==> config.mk <==
export PLATFORM = sky130hd
export DESIGN_NAME = apb_master_bridge
export DESIGN_NICKNAME = d
export VERILOG_FILES = /design/src/rtl/apb_master_bridge.sv
export SDC_FILE = /design/constraint.sdc
export NUM_CORES = 1
export LEC_CHECK = 0
export ABC_AREA = 1
export CAP_MARGIN = 20
export CORE_MARGIN = 2
export CORE_UTILIZATION = 44
export CTS_CLUSTER_SIZE = 25
export DETAILED_ROUTE_END_ITERATION = 10
export PLACE_DENSITY = 0.86
export SLEW_MARGIN = 10
export SYNTH_ARGS = -nofsm -noshare
export SYNTH_HDL_FRONTEND = slang
export SYNTH_SLANG_ARGS = --single-unit
==> constraint.sdc <==
create_clock -name clk -period 4 [get_ports clk]
set_input_delay 0.4 -clock clk [delete_from_list [all_inputs] [get_ports clk]]
set_output_delay 0.4 -clock clk [all_outputs]
set_load 0.1 [all_outputs]
==> src/rtl/apb_master_bridge.sv <==
// Request-to-APB master bridge: one APB transfer per accepted request.
// The bridge sequences SETUP and ACCESS, and a timeout aborts an ACCESS phase that stalls.
module apb_master_bridge #(
  parameter int ADDR_W  = 12,
  parameter int DATA_W  = 32,
  parameter int TIMEOUT = 16
) (
  input  logic              clk,
  input  logic              rst,
  input  logic              req_valid,
  output logic              req_ready,
  input  logic              req_write,
  input  logic [ADDR_W-1:0] req_addr,
  input  logic [DATA_W-1:0] req_wdata,
  output logic              rsp_valid,
  output logic [DATA_W-1:0] rsp_rdata,
  output logic              rsp_err,
  output logic              rsp_tmo,
  output logic [ADDR_W-1:0] paddr,
  output logic              pwrite,
  output logic              psel,
  output logic              penable,
  output logic [DATA_W-1:0] pwdata,
  input  logic [DATA_W-1:0] prdata,
  input  logic              pready,
  input  logic              pslverr
);

  typedef enum logic [1:0] {IDLE, SETUP, ACCESS} state_t;

  // Keep the counter at least 1 bit wide when the timeout is disabled.
  localparam int CW = (TIMEOUT > 0) ? $clog2(TIMEOUT + 1) : 1;
  localparam logic [CW-1:0] CNT_LAST = CW'((TIMEOUT > 0) ? TIMEOUT - 1 : 0);

  state_t            state, state_d;
  logic [CW-1:0]     cnt, cnt_d;
  logic              req_ready_d, rsp_valid_d, rsp_err_d, rsp_tmo_d;
  logic              pwrite_d, psel_d, penable_d;
  logic [ADDR_W-1:0] paddr_d;
  logic [DATA_W-1:0] pwdata_d, rsp_rdata_d;
  logic              timeout_hit;

  assign timeout_hit = (TIMEOUT != 0) && (cnt == CNT_LAST);

  always_comb begin
    state_d     = state;
    cnt_d       = cnt;
    req_ready_d = req_ready;
    rsp_valid_d = 1'b0;
    rsp_rdata_d = rsp_rdata;
    rsp_err_d   = rsp_err;
    rsp_tmo_d   = rsp_tmo;
    paddr_d     = paddr;
    pwrite_d    = pwrite;
    pwdata_d    = pwdata;
    psel_d      = psel;
    penable_d   = penable;
    case (state)
      IDLE: begin
        if (req_valid) begin
          state_d     = SETUP;
          req_ready_d = 1'b0;
          psel_d      = 1'b1;
          penable_d   = 1'b0;
          paddr_d     = req_addr;
          pwrite_d    = req_write;
          pwdata_d    = req_wdata;
        end
      end
      SETUP: begin
        state_d   = ACCESS;
        penable_d = 1'b1;
        cnt_d     = '0;
      end
      ACCESS: begin
        if (pready) begin
          state_d     = IDLE;
          req_ready_d = 1'b1;
          psel_d      = 1'b0;
          penable_d   = 1'b0;
          rsp_valid_d = 1'b1;
          rsp_err_d   = pslverr;
          rsp_tmo_d   = 1'b0;
          rsp_rdata_d = (pwrite || pslverr) ? '0 : prdata;
        end else if (timeout_hit) begin
          state_d     = IDLE;
          req_ready_d = 1'b1;
          psel_d      = 1'b0;
          penable_d   = 1'b0;
          rsp_valid_d = 1'b1;
          rsp_err_d   = 1'b1;
          rsp_tmo_d   = 1'b1;
          rsp_rdata_d = '0;
        end else begin
          cnt_d = cnt + CW'(1);
        end
      end
      default: state_d = IDLE;
    endcase
  end

  always_ff @(posedge clk) begin
    if (rst) begin
      state     <= IDLE;
      cnt       <= '0;
      req_ready <= 1'b1;
      rsp_valid <= 1'b0;
      rsp_rdata <= '0;
      rsp_err   <= 1'b0;
      rsp_tmo   <= 1'b0;
      paddr     <= '0;
      pwrite    <= 1'b0;
      pwdata    <= '0;
      psel      <= 1'b0;
      penable   <= 1'b0;
    end else begin
      state     <= state_d;
      cnt       <= cnt_d;
      req_ready <= req_ready_d;
      rsp_valid <= rsp_valid_d;
      rsp_rdata <= rsp_rdata_d;
      rsp_err   <= rsp_err_d;
      rsp_tmo   <= rsp_tmo_d;
      paddr     <= paddr_d;
      pwrite    <= pwrite_d;
      pwdata    <= pwdata_d;
      psel      <= psel_d;
      penable   <= penable_d;
    end
  end

endmodule
==> qor_table.md, run 1 <==
| Quantity | Value |
| --- | --- |
| Type of origin of the critical path | flop |
| Total power of the final layout | 2200 uW |
| Period utilization | 0.564 |
| Data required time of the critical path | 3.60 ns |
| WS Path Type | reg -> out |
| Largest clock skew in the final design | 0.0121 ns |
| Inserted Clock Buffers | 9 |
| Max Freq | 443 MHz |
| CTS Hold Buffers Added | 0 |
| Capturing element type of the critical path | output port |
| Final wirelength | 9.14 mm |
| Final-stage net count | 650 |
| Highest cell delay on the worst timing path | 1.15 ns |
| Number of different library cells in the post-synthesis netlist | 21 |
| Peak supply drop | 249 uV |
| Maximum number of pins on one net before global-route repair | 50 |
| Leakage power of the design | 0.00194 uW |
| Area of the core region | 7650 um^2 |
| Via count | 3368 |
| Crit-path leading delay family | buffers and inverters |
| Residual overflow from global routing | 0 |
| Mean instance size in the synthesized netlist | 8.21 um^2 |
| Worst skew pair latency | 0.35 ns |
| Routed len/inst | 13.6 um |
| Root buffer selected by CTS | clkbuf_8 |
| Starting Density | 0.448 |
| Min-delay worst type | reg -> reg |
| Max Cap Violations | 0 |
| Core Rows | 32 |
| Critical path's slowest cell | clkdlybuf4s50_1 |
| Setup TNS | 0 ns |
| Unrepaired setup endpoints after global routing | no |
| Ratio of cells with drive above 1 in the final layout | 0.0490 |
| Die Height | 92.2 um |
| Total DRC errors in the routed layout | 0 |
| Number of max-slew violations in the final report | 0 |
| Deepest clock path buffer count | 2 |
| Slew headroom | 0.320 |
| Level count of the clock H-tree | 3 |
| HPWL reported at the end of detailed placement | 6.38 mm |
| Area growth from synthesis to layout | 51.6% |
| Number of antenna violations at the first check in global routing | 0 |
| Slew of the pin with the lowest slew margin | 1.02 ns |
| Total global-route track usage | 0.216 |
| #FFs+latches synth | 90 |
| Register clock-pin slew on the reported worst setup and hold paths | 0.08 ns |
| Cells along the critical path | clkdlybuf4s50_1 |
| Wire length of the first global-routing pass | 14.9 mm |
| Post-synthesis net count | 501 |
| Areal power density over the cells | 424 nW/um^2 |
| Sinks on Clock Net | 90 |
| Worst hold slack after final layout | 0.468 ns |
| Period minus WS final | 2.26 ns |
| Full die area | 8500 um^2 |
| Number of antenna-violating nets in the routed design | 0 |
| Number of placed I/O pins | 165 |
| Floorplan die width | 92.2 um |
| Placer congestion estimate | 0.842 |
| Final hold viol count | 0 |
| Number of diodes added for antenna fixing | 0 |
| Run status | complete, no violations |
| PortBufs | 164 |
| Post-synthesis instance area | 3420 um^2 |
| Number of detailed-route iterations in the first pass | 4 |
| Quantity of gates resized following cts | 0 |
| Postcts setup bufs | 0 |
| Proportion of synthesized chip area in sequential cells | 0.526 |
| CTS tree | done |
| Critical path buffers and inverters | 1 |
| Arrival time reported for the critical path endpoint | 1.86 ns |
| Final count of negative-setup-slack endpoints | 0 |
| Number of global-route vias before repair | 3229 |
| Total number of yosys warnings | 0 |
| Starting DRC count in detailed routing | 182 |
| Maximum fanout along the worst path | 2 |
| Via density | 5.00 |
| Gate count after technology mapping | 417 |
report_power, final:
part | internal, uW | switching, uW
combinational | 184 | 463
sequential | 945 | 26.5
clock | 262 | 320
metrics by stage:
step,utilization,worst slack [ns],std cells,area (um^2)
2_1_floorplan,-,2.38,417,3420
3_3_place_gp,0.654,1.81,657,5000
3_5_place_dp,0.654,1.77,657,5000
4_1_cts,0.679,1.72,673,5190
5_1_grt,0.679,1.69,673,5190
6_report,0.679,1.74,673,5190
final timing paths:
path                            slack (ns)  cells after the start     startpoint       endpoint
worst min register to register        0.47                      2  rsp_rdata[20]  rsp_rdata[20]
worst max register to register        2.20                      7       state[1]      pwdata[0]
worst max-delay path                  1.74                      1        rsp_err        rsp_err
worst min-delay path                  0.47                      2  rsp_rdata[20]  rsp_rdata[20]
flip-flops by register name, indices dropped and copies added, names as in the netlist, 2 cells and up:
register and flops:
pwdata 32, cnt 5, paddr 12, rsp_rdata 32, state 2
logic make-up after synthesis:
logic type | after synthesis | share of synthesized area
fa+ha+maj | 2 | 0.00731
flops | 90 | 0.526
simple gates | 196 | 0.262
compound gates | 88 | 0.129
buf+inv | 41 | 0.0760
per-layer routing:
layer  vias to the layer above  track usage  wire length, um
met5                         -            0                0
met4                         0       0.0896              233
met3                        20       0.0666              706
met2                       131        0.362             4320
met1                      1568        0.259             3880
li1                       1649            -                -
cells in the final DEF (no fill, tap or decap):
master / instances
or2_1: 1
buf_4: 2
nand3b_1: 32
a21oi_1: 39
nor2_1: 104
nor2_4: 3
clkinvlp_4: 2
o21ai_1: 9
ha_1: 2
inv_2: 3
or2_2: 1
inv_6: 2
clkinv_2: 1
nand2_1: 50
nand2_4: 1
dfxtp_1: 90
nand3_1: 3
clkinv_4: 1
o21ai_0: 40
nand2_2: 1
clkdlybuf4s50_1: 164
clkbuf_8: 11
inv_1: 9
synthesized netlist by cell type (all sizes together):
| master | n | share of area |
|---|---|---|
| nor2 | 107 | 0.12 |
| dfxtp | 90 | 0.53 |
| nand2 | 52 | 0.060 |
| o21ai | 49 | 0.072 |
| a21oi | 39 | 0.057 |
| nand3b | 32 | 0.070 |
| buf | 21 | 0.053 |
| inv | 13 | 0.016 |
| clkbuf | 7 | 0.0077 |
| nand3 | 3 | 0.0044 |
| ha | 2 | 0.0073 |
| or2 | 2 | 0.0037 |
cell type report:
type,count,area (um^2)
clock buffers,11,151
clock inverters,5,37.5
fillers,601,2460
inverters,13,53.8
multi-input cells,286,1360
flip-flops and latches,90,1800
well taps,102,128
repair buffers,166,1660
Power figures use the tool's default switching activity.
==> inputs of run 2 (changes only) <==
--- a/config.mk
+++ b/config.mk
@@ -8,10 +8,10 @@
 export ABC_AREA = 1
 export CAP_MARGIN = 20
 export CORE_MARGIN = 2
-export CORE_UTILIZATION = 44
+export CORE_UTILIZATION = 37
 export CTS_CLUSTER_SIZE = 25
 export DETAILED_ROUTE_END_ITERATION = 10
-export PLACE_DENSITY = 0.86
+export PLACE_DENSITY = 0.77
 export SLEW_MARGIN = 10
 export SYNTH_ARGS = -nofsm -noshare
 export SYNTH_HDL_FRONTEND = slang
==> constraint.sdc (replaced) <==
create_clock -name clk -period 1.9 [get_ports clk]
set_input_delay 0.19 -clock clk [delete_from_list [all_inputs] [get_ports clk]]
set_output_delay 0.19 -clock clk [all_outputs]
set_load 0.1 [all_outputs]
==> run 2 against run 1 <==
Critical path depth is 8 higher. Sequential cell count stayed put. Sequential power is 110% higher. Routed wire length is 0.46% lower. Via count is 2.5% lower. Critical path type is now reg -> reg. Critical endpoint is now rsp_rdata[29]. Highest routed layer unchanged.
==> qor_table.md, run 2 (same netlist as run 1, synthesis figures left out) <==
| Quantity | Value | Change |
| --- | --- | --- |
| Period minus WS final | 1.69 ns |  |
| Largest clock skew in the final design | 0.0135 ns | was 0.0121 ns |
| Quantity of gates resized following cts | 0 | unchanged |
| Detail Route met2 WL | 4.32 mm | about the same |
| Data required time of the critical path | 2.18 ns | was 3.60 ns |
| Number of placed I/O pins | 165 | unchanged |
| PortBufs | 164 | unchanged |
| Post-route cell area | 5070 um^2 | was 5190 um^2 |
| Cell count of the worst hold path | 3 | was 2 |
| Starting Density | 0.376 | was 0.448 |
| Final wirelength | 9.10 mm | was 9.14 mm |
| Detail Route met3 WL | 660 um | was 706 um |
| Areal power density over the cells | 962 nW/um^2 | was 424 nW/um^2 |
| Final hold viol count | 0 | unchanged |
| M1 wire length | 3.82 mm | was 3.88 mm |
| Total global-route track usage | 0.182 | was 0.216 |
| CTS Hold Buffers Added | 0 | unchanged |
| Sinks on Clock Net | 90 | unchanged |
| Full die area | 10000 um^2 | was 8500 um^2 |
| Highest metal layer with signal wires | met4 | unchanged |
| Final count of negative-setup-slack endpoints | 0 | unchanged |
| Min-delay worst type | in -> reg | was reg -> reg |
| Maximum number of pins on one net before global-route repair | 50 | unchanged |
| WS Path Type | reg -> reg | was reg -> out |
| Largest registers in the final layout | pwdata: 32 flops, rsp_rdata: 32 flops, paddr: 12 flops | unchanged |
| Number of diodes added for antenna fixing | 0 | unchanged |
| Wire length of the first global-routing pass | 14.7 mm | was 14.9 mm |
| Ratio of cells with drive above 1 in the final layout | 0.197 | was 0.0490 |
| Inserted Clock Buffers | 9 | unchanged |
| Capturing element type of the critical path | flop | was output port |
| Launch point of the critical path | cnt[0] | was rsp_err |
| Number of max-slew violations in the final report | 0 | unchanged |
| Final-stage net count | 652 | was 650 |
| Worst skew pair latency | 0.36 ns | was 0.35 ns |
| Postcts setup bufs | 0 | unchanged |
| Routed len/inst | 13.3 um | was 13.6 um |
| HPWL reported at the end of detailed placement | 6.40 mm | was 6.38 mm |
| Level count of the clock H-tree | 3 | unchanged |
| Starting DRC count in detailed routing | 78 | was 182 |
| Hold Path Origin | prdata[17] | was rsp_rdata[20] |
| Reg-to-reg endpoint | rsp_rdata[29] | was pwdata[0] |
| Type of origin of the critical path | flop | unchanged |
| Worst-case hold path end point | rsp_rdata[17] | was rsp_rdata[20] |
| CTS tree | done | unchanged |
| Commonest non-fill, non-tap cells in the layout | nor2_1, dfxtp_1, buf_4 | was clkdlybuf4s50_1, nor2_1, dfxtp_1 |
| Root buffer selected by CTS | clkbuf_8 | unchanged |
| Period utilization | 0.888 |  |
| Total DRC errors in the routed layout | 0 | unchanged |
| Residual overflow from global routing | 0 | unchanged |
| Unrepaired setup endpoints after global routing | no | unchanged |
| Run status | complete, no violations | unchanged |
| Register clock-pin slew on the reported worst setup and hold paths | 0.09 ns | was 0.08 ns |
| Core Rows | 35 | was 32 |
| Maximum fanout along the worst path | 36 | was 2 |
| Most common cell after layout, fill and taps aside | nor2_1 | was clkdlybuf4s50_1 |
| Worst hold slack after final layout | 0.397 ns | was 0.468 ns |
| Setup slack of the worst register-to-register path | 0.21 ns | was 2.20 ns |
| Leakage power of the design | 0.00212 uW | was 0.00194 uW |
| Total power of the final layout | 4880 uW | was 2200 uW |
| Area growth from synthesis to layout | 48.0% | was 51.6% |
| Number of global-route vias before repair | 3172 | was 3229 |
| Via count | 3283 | was 3368 |
| Util after Layout | 0.557 | was 0.679 |
| Max Cap Violations | 0 | unchanged |
| Cell count of the worst reg-to-reg path | 9 | was 7 |
| Number of detailed-route iterations in the first pass | 4 | unchanged |
| Area of the core region | 9110 um^2 | was 7650 um^2 |
| Deepest clock path buffer count | 2 | unchanged |
| Via density | 4.80 | was 5.00 |
| Slew of the pin with the lowest slew margin | 0.731 ns | was 1.02 ns |
| Number of antenna violations at the first check in global routing | 0 | unchanged |
| Arrival time reported for the critical path endpoint | 1.96 ns | was 1.86 ns |
| Filler cell count in the final layout | 824 | was 601 |
| Number of antenna-violating nets in the routed design | 0 | unchanged |
| Reg-to-Reg Start | cnt[0] | was state[1] |
| Placed standard-cell area | 4830 um^2 | was 5000 um^2 |
| Die Height | 100 um | was 92.2 um |
| Placer congestion estimate | 0.809 | was 0.842 |
| Peak supply drop | 550 uV | was 249 uV |
| Slew headroom | 0.512 | was 0.320 |
| Setup TNS | 0 ns | unchanged |
| Max Freq | 593 MHz |  |
| Floorplan die width | 100 um | was 92.2 um |
## run 2: layer usage
layer,up-vias,global-route usage
met5,-,0
met4,0,0.0927
met3,23,0.0481
met2,115,0.294
met1,1498,0.223
li1,1647,-
## run 2: how the worst max path moves through the flow
stage | slack, ns | depth (start not counted) | end
CTS | 0.20 | 9 | rsp_rdata[29]
detailed placement | 0.21 | 9 | rsp_rdata[29]
global route | 0.02 | 9 | rsp_rdata[12]
finish | 0.21 | 9 | rsp_rdata[29]
floorplan | 0.28 | 4 | rsp_rdata[0]
global placement | 0.27 | 5 | req_ready
## run 2: worst max-delay path, cell delays in order, from the launching register on
cell,delay [ns]
dfxtp_1,0.34
ha_1,0.21
inv_1,0.07
nor2_1,0.05
ha_1,0.19
nor2_1,0.20
nor2_4,0.09
inv_6,0.21
nand2_1,0.08
a21oi_1,0.17
## run 2: cell type report
| type | count | area [um^2] | area share |
|---|---|---|---|
| clock inverter | 5 | 85.1 | 0.0168 |
| clock buffer | 11 | 151 | 0.0299 |
| timing repair buffer | 168 | 1480 | 0.291 |
| tap | 111 | 139 | 0.0274 |
| multi-input combinational | 286 | 1360 | 0.269 |
| sequential | 90 | 1800 | 0.355 |
| inverter | 13 | 53.8 | 0.0106 |
## run 2: through the flow
step	setup slack, ns	std cells
floorplan	0.276	417
global placement	0.274	668
detailed placement	0.212	668
CTS	0.195	684
global route	0.0195	684
finish	0.213	684
## run 2: power breakdown
part,internal (uW),switching [uW],total (uW)
combinational,357,976,1330
clock,820,680,1500
sequential,1990,56.0,2050
total,3170,1710,4880
